[config.mk]
export PLATFORM = sky130hd
export DESIGN_NAME = instr_prefetch_queue
export DESIGN_NICKNAME = d
export VERILOG_FILES = /design/src/rtl/instr_prefetch_queue.sv
export SDC_FILE = /design/constraint.sdc
export NUM_CORES = 1
export LEC_CHECK = 0
export CORE_MARGIN = 8
export CORE_UTILIZATION = 55
export CTS_BUF_LIST = sky130_fd_sc_hd__clkbuf_4 sky130_fd_sc_hd__clkbuf_8
export DETAILED_ROUTE_END_ITERATION = 8
export GPL_TIMING_DRIVEN = 0
export PLACE_DENSITY = 0.8
export SYNTH_ARGS = -nofsm -noshare
export SYNTH_HDL_FRONTEND = slang
export SYNTH_SLANG_ARGS = --single-unit
[constraint.sdc]
create_clock -name CLK -period 4.1 [get_ports CLK]
set_input_delay 0.82 -clock CLK [delete_from_list [all_inputs] [get_ports CLK]]
set_output_delay 0.82 -clock CLK [all_outputs]
set_load 0.01 [all_outputs]
[src/rtl/instr_prefetch_queue.sv]
// Instruction prefetch queue: issues in-order imem reads, buffers {instr, pc} and hands them to IF.
// Define PREFETCH_BYPASS_EN to forward a returning word straight to deq_* when the queue is empty.
module instr_prefetch_queue #(
    parameter int          DEPTH    = 4,
    parameter int          MAX_OUT  = 2,
    parameter logic [31:0] RESET_PC = 32'h0
) (
    input  logic                       CLK,
    input  logic                       RST,
    output logic                       imem_req,
    output logic [31:0]                imem_addr,
    input  logic                       imem_gnt,
    input  logic                       imem_rvalid,
    input  logic [31:0]                imem_rdata,
    output logic                       deq_valid,
    input  logic                       deq_ready,
    output logic [31:0]                deq_instr,
    output logic [31:0]                deq_pc,
    output logic [31:0]                deq_npc,
    input  logic                       redirect,
    input  logic [31:0]                redirect_pc,
    output logic [$clog2(DEPTH+1)-1:0] count
);
    localparam int AW = $clog2(DEPTH);
    localparam int CW = $clog2(DEPTH+1);
    localparam int OW = $clog2(MAX_OUT+1);
    localparam int RW = (MAX_OUT > 1) ? $clog2(MAX_OUT) : 1;

    typedef enum logic [1:0] {BOOT, RUN, DRAIN} state_t;

    state_t        r_state;
    logic [31:0]   r_fetch_pc;
    logic [OW-1:0] r_out;
    logic [OW-1:0] r_drop;
    logic [CW-1:0] r_count;
    logic [AW-1:0] r_head;
    logic [AW-1:0] r_tail;
    logic [RW-1:0] r_rpc_wr;
    logic [RW-1:0] r_rpc_rd;
    logic [31:0]   r_q_instr [DEPTH];
    logic [31:0]   r_q_pc    [DEPTH];
    logic [31:0]   r_rpc     [MAX_OUT];

    logic          w_grant;
    logic          w_enq;
    logic          w_deq;
    logic          w_byp;
    logic          w_nonempty;
    logic [OW-1:0] w_out_nxt;
    logic [31:0]   w_rsp_pc;

    function automatic logic [RW-1:0] rpc_inc(input logic [RW-1:0] p);
        return (p == RW'(MAX_OUT - 1)) ? '0 : p + RW'(1);
    endfunction

    // A slot is reserved per grant, so the queue cannot overflow when responses land.
    assign imem_req   = (r_state == RUN) && !redirect
                        && ((int'(r_count) + int'(r_out)) < DEPTH)
                        && (int'(r_out) < MAX_OUT);
    assign imem_addr  = r_fetch_pc;
    assign w_grant    = imem_req && imem_gnt;
    assign w_out_nxt  = r_out + OW'(w_grant) - OW'(imem_rvalid);
    assign w_rsp_pc   = r_rpc[r_rpc_rd];
    assign w_nonempty = (r_count != '0);

`ifdef PREFETCH_BYPASS_EN
    assign w_byp = (r_state == RUN) && !w_nonempty && imem_rvalid && deq_ready && !redirect;
`else
    assign w_byp = 1'b0;
`endif

    assign w_enq     = (r_state == RUN) && imem_rvalid && !redirect && !w_byp;
    assign deq_valid = (w_nonempty || w_byp) && !redirect;
    assign w_deq     = deq_valid && deq_ready && w_nonempty;
    assign deq_instr = w_byp ? imem_rdata : (w_nonempty ? r_q_instr[r_head] : 32'h0);
    assign deq_pc    = w_byp ? w_rsp_pc   : (w_nonempty ? r_q_pc[r_head]    : 32'h0);
    assign deq_npc   = deq_pc + 32'd4;
    assign count     = r_count;

    always_ff @(posedge CLK or negedge RST) begin
        if (!RST) begin
            r_state    <= BOOT;
            r_fetch_pc <= RESET_PC;
            r_out      <= '0;
            r_drop     <= '0;
            r_count    <= '0;
            r_head     <= '0;
            r_tail     <= '0;
            r_rpc_wr   <= '0;
            r_rpc_rd   <= '0;
        end else begin
            r_out <= w_out_nxt;
            if (w_grant) begin
                r_fetch_pc <= r_fetch_pc + 32'd4;
                r_rpc_wr   <= rpc_inc(r_rpc_wr);
            end
            // The response-pc FIFO pops on every response, including ones that get dropped.
            if (imem_rvalid)
                r_rpc_rd <= rpc_inc(r_rpc_rd);
            case (r_state)
                BOOT: r_state <= RUN;
                RUN: begin
                    if (redirect) begin
                        r_fetch_pc <= redirect_pc;
                        r_count    <= '0;
                        r_head     <= '0;
                        r_tail     <= '0;
                        if (w_out_nxt != '0) begin
                            r_drop  <= w_out_nxt;
                            r_state <= DRAIN;
                        end
                    end else begin
                        if (w_enq)
                            r_tail <= r_tail + AW'(1);
                        if (w_deq)
                            r_head <= r_head + AW'(1);
                        r_count <= r_count + CW'(w_enq) - CW'(w_deq);
                    end
                end
                DRAIN: begin
                    if (redirect)
                        r_fetch_pc <= redirect_pc;
                    if (imem_rvalid) begin
                        r_drop <= r_drop - OW'(1);
                        if (r_drop == OW'(1))
                            r_state <= RUN;
                    end
                end
                default: r_state <= BOOT;
            endcase
        end
    end

    always_ff @(posedge CLK) begin
        if (w_enq) begin
            r_q_instr[r_tail] <= imem_rdata;
            r_q_pc[r_tail]    <= w_rsp_pc;
        end
        if (w_grant)
            r_rpc[r_rpc_wr] <= r_fetch_pc;
    end

endmodule

==> qor.yml <==
p_sw_frac: 0.314
cp-start-kind: "register"
port-buffer-count: 201
p_clk_frac: 0.238
drt_iter0_drc: 656
period_share: 0.983
finalWeightedCongestion: 0.829
ant_nets: 0
setup.worst_path.class: "reg2out"
dieArea_um2: 33800
n_fill_cell: 1805
synth_ff_type: "edfxtp_1"
cts_buffers: 56
rrSetupSlack_ns: 0.78
worst_pin_slew_ns: 0.930
grt.total_usage: 0.200
p_switching_mw: 3.86
diodes: 0
synth_top_family_by_area: "multiplexers"
synth-compound-area-share: 0.0191
hold_violations: 0
seqPwrFrac: 0.408
clkSlewWorstSetupHoldPaths_ns: 0.06
grt_pass1_vias: 9303
cap_violations: 0
clock-sinks: 367
final_util: 0.708
hold_buffers: 0
timing.rr.end: "count[2]"
yosysSeqAreaShare: 0.696
synth.net_count: 996
min_period_ns: 4.03
dpl_cell_area_um2: 18100
synth_mux_area_frac: 0.127
cts-root-buf: "clkbuf_8"
io_pins: 203
synth_edf_count: 320
synth-xor-area-share: 0.0350
synthSimpleGateAreaFrac: 0.0852
grt_first_pass_wirelength_mm: 52.4
peakVddDrop_v: 0.000431
syn_area_um2: 15500
hpwlAfterDp_mm: 22.8
multi_input_comb_area_um2: 4520
antenna_found_initial: 1
finalClockSkew_ns: 0.0210
dp_slack_ns: -1.91
ys_ff_latch: 367
wl_mm: 33.7
coreArea_um2: 27800
clk_latency_ns: 0.58
h-tree-depth: 2
path_max_fanout: 6
synth_area_per_cell_um2: 17.1
powerDensity_nw_per_um2: 626
synth_top_area_cell: "edfxtp_1"
nets: 1286
fin_ws_ns: 0.0697
status: "completed"
syn2layout_area_growth_pct: 26.9
synth.area.top_cells: "edfxtp_1 (62%), mux4_2 (8.0%), dfrtp_1 (7.6%), mux2_2 (2.5%), and2_1 (2.4%)"
routed-via-count: 8934
clock_path_buffers: 3
endpoint_kind: "output port"
cts_tree: "yes"
power_leakage_nw: 6.93
viasPerCell: 5.52
drtPass1Iterations: 5
drive_above_1_share: 0.237
drc: 0
die_y_um: 184
grt_max_degree: 51
regArea_um2: 10800
wl_per_cell_um: 20.8
initial_core_util: 0.558
worst_ep_required_time_ns: 3.28
rsz0062_at_grt: "true"
fin_area_um2: 19700
p_int_mw: 8.44
ys_async_sr_fraction: 0.128
combPwrFrac: 0.355
die-width_um: 184
grt.overflow.total: 0
fmax_mhz: 248
hold-worst-slack_ns: 0.126
drv_slew: 0
timing.rr.start: "count[2]"
hp-class: "in2async"
r2r_cells: 13
setup-violations-final: 0
synthDominantCellAreaShare: 0.620
synth_fa_ha_area_frac: 0.0150
cp.arrival_ns: 3.21
row_count: 61
syn_inst: 908
max_slew_margin: 0.376
yosys_warnings: 0
ys_types: 47
tns_ns: 0
## area by class of cell
cell class	count	share of cell area
well taps	378	0.0241
plain buffers	40	0.0192
multi-input cells	473	0.230
flip-flops and latches	367	0.549
clock inverters	25	0.00751
inverters	27	0.00516
clock buffers	75	0.0487
repair buffers	233	0.117
## worst max-delay path by stage
stage | from | end | slack [ns] | cells past startpoint
finish | r_head[0] | deq_npc[26] | 0.07 | 11
detailed placement | count[1] | deq_npc[26] | -1.91 | 14
global route | r_head[0] | deq_npc[26] | -0.04 | 11
floorplan | count[1] | deq_npc[28] | 0.24 | 13
CTS | count[1] | deq_npc[26] | -0.06 | 14
global placement | count[1] | deq_npc[26] | -1.86 | 14
## state kept, by name (all words and copies together), names as in the netlist, 3 cells and up
name,cells
r_q_instr,128
r_q_pc,128
r_rpc,64
imem_addr,32
count,3
## power groups by stage
stage	Clock, mW	Sequential (mW)	Combinational [mW]
6_report	2.92	5.01	4.36
5_1_grt	3.15	5.06	4.70
4_1_cts	2.98	5.01	4.40
3_5_place_dp	0	5.09	4.12
3_3_place_gp	0	5.07	4.03
2_1_floorplan	0	5.05	2.19
## cells in the mapped netlist, types with 2 or more instances
cell / instances
a22o_1: 4
dfrtp_1: 47
or3_1: 5
xor2_1: 30
nor4_4: 4
nor3_1: 7
nand2_2: 4
xnor2_1: 32
a21oi_1: 36
o21ai_0: 9
buf_6: 4
nand2_1: 40
buf_2: 3
mux4_2: 55
ha_1: 17
nor2_1: 58
and3_1: 11
buf_1: 2
clkbuf_1: 21
mux2_2: 35
nor3_2: 2
and2_1: 59
inv_1: 27
edfxtp_1: 320
nand3_1: 23
mux4_1: 12
buf_4: 9
mux2i_1: 2
o22ai_1: 2
nand4_1: 11
## metrics by stage
step	cells	power (mW)
detailed placement	1492	9.20
CTS	1615	12.4
floorplan	908	7.25
global route	1618	12.9
finish	1618	12.3
global placement	1487	9.10
## metal layers
metal  vias up  routed length (um)  GRT usage
met5         -                  13          0
met1      4427               14600      0.273
met3        43                2770     0.0455
met4         2                 501     0.0555
li1       4054                   -          -
met2       408               15900      0.320
## critical path, cell delays in order, from the launching register on
cell and delay [ns]:
dfrtp_1 0.41, buf_6 0.16, buf_6 0.12, mux4_2 0.35, and2_4 0.17, ha_4 0.15, nand3_4 0.08, nor4_4 0.36
nand4_1 0.26, nor2_1 0.18, xor2_1 0.22, buf_2 0.18
## placed cells by master (no fill, tap or decap), types with 5 or more instances in the layout
master,count
xor2_1,29
buf_12,8
mux2_2,35
clkbuf_1,17
nand2_2,5
clkinv_1,12
ha_1,16
nor2_1,54
xnor2_1,28
mux4_2,59
inv_1,26
clkbuf_8,63
buf_4,32
and3_1,6
buf_6,6
edfxtp_1,320
dfrtp_1,44
clkinv_2,9
o21ai_0,9
mux4_1,8
nor3_1,5
buf_2,12
and2_1,58
nand2_1,38
clkbuf_4,12
dlygate4sd2_1,9
clkdlybuf4s50_1,177
nand4_1,11
a21oi_1,36
nand3_1,22
## kinds of logic after synthesis
logic type,after synthesis
adders and majority gates,18
DFF,367
and+or+nand+nor,235
buffers and inverters,68
xor gates and xnor gates,62
muxes,104
AOI/OAI and AO/OA,54
## repair_timing
action,CTS,global route
pin swaps,14,7
setup buffers,24,4
setup endpoints to repair,65,29
resized for setup,108,17
Power figures use the tool's default switching activity.
